**config.mk**
```make
export PLATFORM = sky130hd
export DESIGN_NAME = ul_il_rep_sched
export DESIGN_NICKNAME = d
export VERILOG_FILES = /design/src/rtl/ul_il_rep_sched.sv
export SDC_FILE = /design/constraint.sdc
export NUM_CORES = 1
export LEC_CHECK = 0
export CORE_MARGIN = 8
export CORE_UTILIZATION = 49
export CTS_BUF_LIST = sky130_fd_sc_hd__clkbuf_8 sky130_fd_sc_hd__clkbuf_16
export DETAILED_ROUTE_END_ITERATION = 10
export PLACE_DENSITY = 0.8
export SETUP_SLACK_MARGIN = 0.4
export SKIP_CTS_REPAIR_TIMING = 1
export SLEW_MARGIN = 10
export SYNTH_ARGS = -nofsm -noshare
export SYNTH_HDL_FRONTEND = slang
export SYNTH_SLANG_ARGS = --single-unit
```
**constraint.sdc**
```tcl
create_clock -name clk_i -period 3 [get_ports clk_i]
set_clock_uncertainty 0.1 [all_clocks]
set_input_delay 0.45 -clock clk_i [delete_from_list [all_inputs] [get_ports clk_i]]
set_output_delay 0.45 -clock clk_i [all_outputs]
set_load 0.05 [all_outputs]
```
**src/rtl/ul_il_rep_sched.sv**
```systemverilog
// NB-IoT uplink interleaver repetition scheduler: takes one 16-bit block and replays it n_rep times.
// Optional stall watchdog on il_done is built when IL_SCHED_WATCHDOG_EN is defined.
module ul_il_rep_sched #(
    parameter int unsigned TOTAL_BITS = 24,
    parameter int unsigned REP_W      = 8,
    parameter int unsigned CNT_W      = 6,
    parameter int unsigned WD_LIMIT   = 4
) (
    input  logic             clk_i,
    input  logic             reset_i,
    input  logic             start_i,
    input  logic [REP_W-1:0] n_rep_i,
    input  logic             blk_valid_i,
    input  logic [15:0]      blk_data_i,
    output logic             blk_ready_o,
    input  logic             dn_ready_i,
    output logic             il_reset_o,
    output logic             il_en_o,
    output logic [15:0]      il_data_o,
    input  logic             il_bit_i,
    input  logic             il_done_i,
    output logic             out_valid_o,
    output logic             out_bit_o,
    output logic             out_last_o,
    output logic [REP_W-1:0] rep_idx_o,
    output logic             busy_o,
    output logic             err_o
);

    typedef enum logic [2:0] {
        StIdle,
        StWaitBlk,
        StClr,
        StWaitDn,
        StRun,
        StNext
    } state_e;

    localparam logic [CNT_W-1:0] RdEnd    = CNT_W'(2 * TOTAL_BITS);
    localparam logic [CNT_W-1:0] OutFirst = CNT_W'(TOTAL_BITS + 1);

    state_e           state_q;
    logic [REP_W-1:0] reps_q;
    logic [REP_W-1:0] rep_idx_q;
    logic [CNT_W-1:0] cnt_q;
    logic [CNT_W-1:0] cnt_d;
    logic [15:0]      il_data_q;
    logic             blk_ready_q;
    logic             il_reset_q;
    logic             il_en_q;
    logic             out_valid_q;
    logic             out_bit_q;
    logic             out_last_q;
    logic             busy_q;

    logic in_win;
    logic last_rep;
    logic done_ok;
    logic wd_trip;

    assign cnt_d    = cnt_q + CNT_W'(1);
    // Interleaver output is valid one cycle after each read-phase enable.
    assign in_win   = (state_q == StRun) && (cnt_q >= OutFirst) && (cnt_q <= RdEnd);
    assign last_rep = (rep_idx_q == reps_q - REP_W'(1));

`ifdef IL_SCHED_WATCHDOG_EN
    localparam logic [CNT_W-1:0] WdEnd = CNT_W'(2 * TOTAL_BITS + WD_LIMIT);

    logic err_q;

    assign done_ok = il_done_i;
    assign wd_trip = (cnt_q == WdEnd) && !il_done_i;
    assign err_o   = err_q;

    always_ff @(posedge clk_i) begin
        if (reset_i) begin
            err_q <= 1'b0;
        end else if ((state_q == StRun) && wd_trip) begin
            err_q <= 1'b1;
        end
    end
`else
    logic unused_wd;

    assign unused_wd = il_done_i ^ (WD_LIMIT != 0);
    assign done_ok   = 1'b1;
    assign wd_trip   = 1'b0;
    assign err_o     = 1'b0;
`endif

    always_ff @(posedge clk_i) begin
        if (reset_i) begin
            state_q     <= StIdle;
            reps_q      <= '0;
            rep_idx_q   <= '0;
            cnt_q       <= '0;
            il_data_q   <= '0;
            blk_ready_q <= 1'b0;
            il_reset_q  <= 1'b1;
            il_en_q     <= 1'b0;
            out_valid_q <= 1'b0;
            out_bit_q   <= 1'b0;
            out_last_q  <= 1'b0;
            busy_q      <= 1'b0;
        end else begin
            il_reset_q  <= 1'b0;
            il_en_q     <= 1'b0;
            out_valid_q <= in_win;
            out_bit_q   <= in_win & il_bit_i;
            out_last_q  <= in_win && (cnt_q == RdEnd) && done_ok && last_rep;

            unique case (state_q)
                StIdle: begin
                    if (start_i) begin
                        reps_q      <= (n_rep_i == '0) ? REP_W'(1) : n_rep_i;
                        rep_idx_q   <= '0;
                        busy_q      <= 1'b1;
                        blk_ready_q <= 1'b1;
                        state_q     <= StWaitBlk;
                    end
                end
                StWaitBlk: begin
                    if (blk_valid_i) begin
                        il_data_q   <= blk_data_i;
                        blk_ready_q <= 1'b0;
                        il_reset_q  <= 1'b1;
                        state_q     <= StClr;
                    end
                end
                StClr: begin
                    cnt_q   <= '0;
                    state_q <= StWaitDn;
                end
                StWaitDn: begin
                    if (dn_ready_i) begin
                        il_en_q <= 1'b1;
                        state_q <= StRun;
                    end
                end
                StRun: begin
                    cnt_q   <= cnt_d;
                    il_en_q <= (cnt_d < RdEnd);
                    // The counter, not an early il_done, decides when a repetition ends.
                    if ((cnt_q >= RdEnd) && done_ok) begin
                        state_q <= StNext;
                    end else if (wd_trip) begin
                        busy_q  <= 1'b0;
                        state_q <= StIdle;
                    end
                end
                StNext: begin
                    if (last_rep) begin
                        busy_q  <= 1'b0;
                        state_q <= StIdle;
                    end else begin
                        rep_idx_q  <= rep_idx_q + REP_W'(1);
                        il_reset_q <= 1'b1;
                        state_q    <= StClr;
                    end
                end
                default: state_q <= StIdle;
            endcase
        end
    end

    // Reset reaches the interleaver in the same cycle it is applied here.
    assign il_reset_o  = il_reset_q | reset_i;
    assign il_en_o     = il_en_q;
    assign il_data_o   = il_data_q;
    assign blk_ready_o = blk_ready_q;
    assign out_valid_o = out_valid_q;
    assign out_bit_o   = out_bit_q;
    assign out_last_o  = out_last_q;
    assign rep_idx_o   = rep_idx_q;
    assign busy_o      = busy_q;

endmodule
```
== Yosys cells after proc, flatten, opt, wreduce, memory -nomap -nowiden ==
Index checks and enable logic that the tools add are counted.
Operators by class
  reduce and logical (&&, ||, !) cells: 15
  $lt $le $gt $ge: 4
  $add $sub $neg: 3
  bitwise operators: 2
  mux-type cells: 21
  equality and inequality tests: 13
Operators with widths (number)
  $mux W8: 3
  $pmux W3 S6: 1
  $pmux W8 S2: 1
  $mux W3: 4
  $pmux W6 S2: 1
  $ne A2 B2 Y1 const B: 5
  $reduce_and A3 Y1: 3
  $add A8 B1 Y8 const B: 1
  $eq A8 B8 Y1: 1
  $logic_not A8 Y1: 1
  $pmux W1 S2: 4
  $sub A8 B1 Y8 const B: 1
  $add A6 B1 Y6 const B: 1
  $eq A3 B2 Y1 const B: 2
  $eq A3 B3 Y1 const B: 2
  $eq A6 B6 Y1 const B: 1
  $ge A6 B5 Y1 const B: 1
  $ge A6 B6 Y1 const B: 1
  $le A6 B6 Y1 const B: 1
  $lt A6 B6 Y1 const B: 1
  $mux W1: 6
  $reduce_bool A2 Y1: 3
  $logic_and A1 B1 Y1: 4
  $reduce_and A2 Y1: 2
  other kinds (7): 7
Word-level totals
  input port bits: 31
  word-level logic and storage cells: 70
  bits in registers: 48
  output and inout bits: 32

== Depth between registers and ports, before layout ==
  depth after elaboration: 5
  mapped depth: 10
  depth with buffers taken out: 8

== Least setup slack after synthesis ==
Ideal clock, no wire load.
  path kind: reg-to-reg
  start point: register reps_q[0]
  end point: register il_reset_q
  required time: 2.773 ns
  setup slack: 0.524 ns
  buffers on the path: 1
  library setup time: 0.127 ns
  data arrival time: 2.249 ns
  cell stages (with the launch flop): 10
  period minus slack after synthesis: 2.476 ns
  cells stage by stage: dfxtp_1 -> inv_1 -> ha_1 -> clkbuf_2 -> nor2b_1 -> or3_1 -> a31o_2 -> a211o_4 -> and2_4 -> or3_1
Between the ends
  longest elaborated chain between the ends: 4
Ends and longest elaborated chain
  from (decl): RTL line 43  | logic [REP_W-1:0] reps_q;
  from (signal assigned): RTL line 115  | reps_q <= (n_rep_i == '0) ? REP_W'(1) : n_rep_i;
  $sub A8 B1 Y8: RTL line 64  | assign last_rep = (rep_idx_q == reps_q - REP_W'(1));
  $eq A8 B8 Y1: RTL line 64
  $mux W1: RTL line 152  | if (last_rep) begin
  $pmux W1 S2: RTL line 112  | unique case (state_q)
  to (signal assigned): RTL line 106  | il_reset_q <= 1'b0;
  to (signal assigned): RTL line 126  | il_reset_q <= 1'b1;
  to (signal assigned): RTL line 157  | il_reset_q <= 1'b1;
  to (decl): RTL line 49  | logic il_reset_q;
No other way between the ends.
A chain may end at the register's enable or synchronous reset.

== Final worst setup path ==
Same ends and word-level chain as after synthesis.

==> results.sh <==
export IMPL_syn_area_per_cell_um2=7.608
export IMPL_grt_overflow=0
export IMPL_path_cells="inv_1 -> ha_2 -> nor2b_1 -> or3_1 -> a31o_2 -> a211o_4 -> and2_4 -> or3_1"
export IMPL_vdd_drop_max_uv=440.9
export IMPL_worstSkewPairLatency_ps=300
export IMPL_arrival_ps=2560
export IMPL_cts_sinks=48
export IMPL_netlist_instances=323
export IMPL_synth_area_um2=2457
export IMPL_drive_gt1_frac=0.07527
export IMPL_rsz0062_at_grt="false"
export IMPL_die_width_um=86.82
export IMPL_yosysMostFrequentCell="nand2_1"
export IMPL_synth_top_area_cell="dfxtp_1"
export IMPL_cp_common_cell="or3_1"
export IMPL_fmax_mhz=405.5
export IMPL_whs_ps=355.1
export IMPL_crit_path_start_kind="register"
export IMPL_start_util=0.5135
export IMPL_syn_nets=359
export IMPL_die_area_um2=7537
export IMPL_final_util=0.6648
export IMPL_worstMarginPinSlew_ps=684.4
export IMPL_clock_tree_buffer_depth=2
export IMPL_finalMaxSlewViolations=0
export IMPL_post_route_period_util=0.8220
export IMPL_die_y_um=86.82
export IMPL_crit_path_end_kind="register"
export IMPL_synth_main_ff_cell="dfxtp_1"
export IMPL_io_pins=63
export IMPL_routedWlPerCell_um=14.26
export IMPL_grt_pass1_wl_um=10590
export IMPL_status="completed"
export IMPL_cts_root_buf="clkbuf_8"
export IMPL_synth_top_area_frac=0.3910
export IMPL_critPathSlowestCell="dfxtp_2"
export IMPL_hp_class="register to register"
export IMPL_synth_common_cells="64 x nand2_1, 48 x dfxtp_1, 41 x a21oi_1"
export IMPL_powerDensity_nw_per_um2=636.8
export IMPL_cts_tree="built"
export IMPL_fin_tns_setup_ps=0
export IMPL_clk_pin_slew_ps=90
export IMPL_setup_viol=0
export IMPL_cp_required_ps=3090
export IMPL_p_leak_nw=1.128
export IMPL_drc=0
export IMPL_vias=2330
export IMPL_drv_cap=0
export IMPL_dr_pass1_iters=4
export IMPL_dp_hpwl_um=4561
export IMPL_grt_pass1_vias=2328
export IMPL_yosysSeqAreaShare=0.3910
export IMPL_grt_use_total=0.1737
export IMPL_ys_ff_latch=48
export IMPL_antenna_found_initial=0
export IMPL_numCtsBuffers=5
export IMPL_hold_viol=0
export IMPL_period_needed_ps=2466
export IMPL_design_area_um2=3182
export IMPL_gp_congestion=0.8093
export IMPL_netlist_cell_type_count=49
export IMPL_htree_num_levels=2
export IMPL_synth_area_top_cells="dfxtp_1 39%, nand2_1 9.8%, a21oi_1 8.4%"
export IMPL_num_antenna_cells=0
export IMPL_place_area_um2=3080
export IMPL_crit_path_max_incr_delay_ps=390
export IMPL_maxSlewHeadroom=0.5424
export IMPL_first_iter_violations=113
export IMPL_nNetsFinal=407
export IMPL_rows=25
export IMPL_syn2layout_area_growth_pct=29.48
export IMPL_critPathKind="register to register"
export IMPL_port_buffers=60
export IMPL_yosysWarnings=0
export IMPL_synth_edf_count=0
export IMPL_drtAntennaViolNets=0
export IMPL_vias_per_cell=5.308
export IMPL_design_core_area_um2=4786
export IMPL_routed_wl_um=6259
export IMPL_async_flop_share=0
export IMPL_grt_max_degree=35
export IMPL_crit_fanout=18
## where the power goes
part / internal, mW / switching, mW / leakage, nW / total, mW
clock: 0.189 / 0.222 / 0.0516 / 0.410
combinational: 0.323 / 0.484 / 0.685 / 0.807
sequential: 0.717 / 0.0922 / 0.391 / 0.809
total: 1.23 / 0.798 / 1.13 / 2.03
## kinds of logic after synthesis
family / synth area share
AO/OA/AOI/OAI: 0.1858
adder cells (fa/ha/maj): 0.02546
flip-flops: 0.3910
buffers and inverters: 0.04582
XOR/XNOR: 0.03564
AND/OR/NAND/NOR: 0.3065
multiplexers: 0.008147
other: 0.001526
## cell type report
| class | count | area [um2] |
|---|---|---|
| fill | 415 | 1604 |
| inverter | 5 | 18.77 |
| timing repair buffer | 63 | 633.1 |
| tap | 67 | 83.83 |
| multi-input combinational | 248 | 1386 |
| clock buffer | 6 | 82.58 |
| sequential | 48 | 963.4 |
| clock inverter | 2 | 13.76 |
## critical path, delay by kind of cell, from the launching register on
kind / cells / cell delay (ps)
buffers and inverters: 1 / 80
flip-flops: 1 / 390
AO/OA/AOI/OAI: 2 / 600
adder cells (fa/ha/maj): 1 / 240
AND/OR/NAND/NOR: 4 / 950
## state kept, by name (all words and copies together) (netlist names)
name and cells:
out_last_o 1, blk_ready_o 1, rep_idx_o 8, il_data_o 16, busy_o 1, out_bit_o 1
state_q 3, reps_q 8, cnt_q 6, il_reset_q 1, il_en_o 1, out_valid_o 1
## per-stage QoR
step / worst slack, ps / power (mW) / instances
final: 534.1 / 2.026 / 439
after global routing: 423.6 / 2.162 / 439
after global placement: 409.6 / 1.602 / 431
after detailed placement: 353.5 / 1.624 / 431
after floorplan: 524.5 / 1.391 / 323
after CTS: 339.2 / 2.036 / 439
## layout by cell type (no fill, tap or decap), types with 4 or more instances in the layout
cell and count:
nand3_1 12, nor2_1 31, a21oi_1 41, clkbuf_8 6
xor2_1 4, a31o_2 5, nor3_1 11, inv_1 5
ha_1 4, clkdlybuf4s50_1 59, dfxtp_1 46, o21ai_0 9
nor2b_1 5, xnor2_1 6, nand2_1 64, nand2b_1 7
## per-layer routing
layer  vias to the layer above  share of wire  wire length, um  global-route usage
li1                       1195              -                -                   -
met5                         -              0                0                   0
met4                         0          0.015               95             0.06729
met3                         8          0.086              541             0.06805
met2                        68           0.47             2925              0.2817
met1                      1059           0.43             2696              0.1998
## path summary, 6_finish.rpt
path	startpoint	slack, ps	depth (start not counted)	to
max	reps_q[0]$_SDFFE_PP0P_	530	8	il_reset_q$_SDFF_PP1_
max reg2reg	reps_q[0]$_SDFFE_PP0P_	530	8	il_reset_q$_SDFF_PP1_
min reg2reg	il_data_o[4]$_SDFFE_PP0P_	360	2	il_data_o[4]$_SDFFE_PP0P_
min	il_data_o[4]$_SDFFE_PP0P_	360	2	il_data_o[4]$_SDFFE_PP0P_
Power figures use the tool's default switching activity.
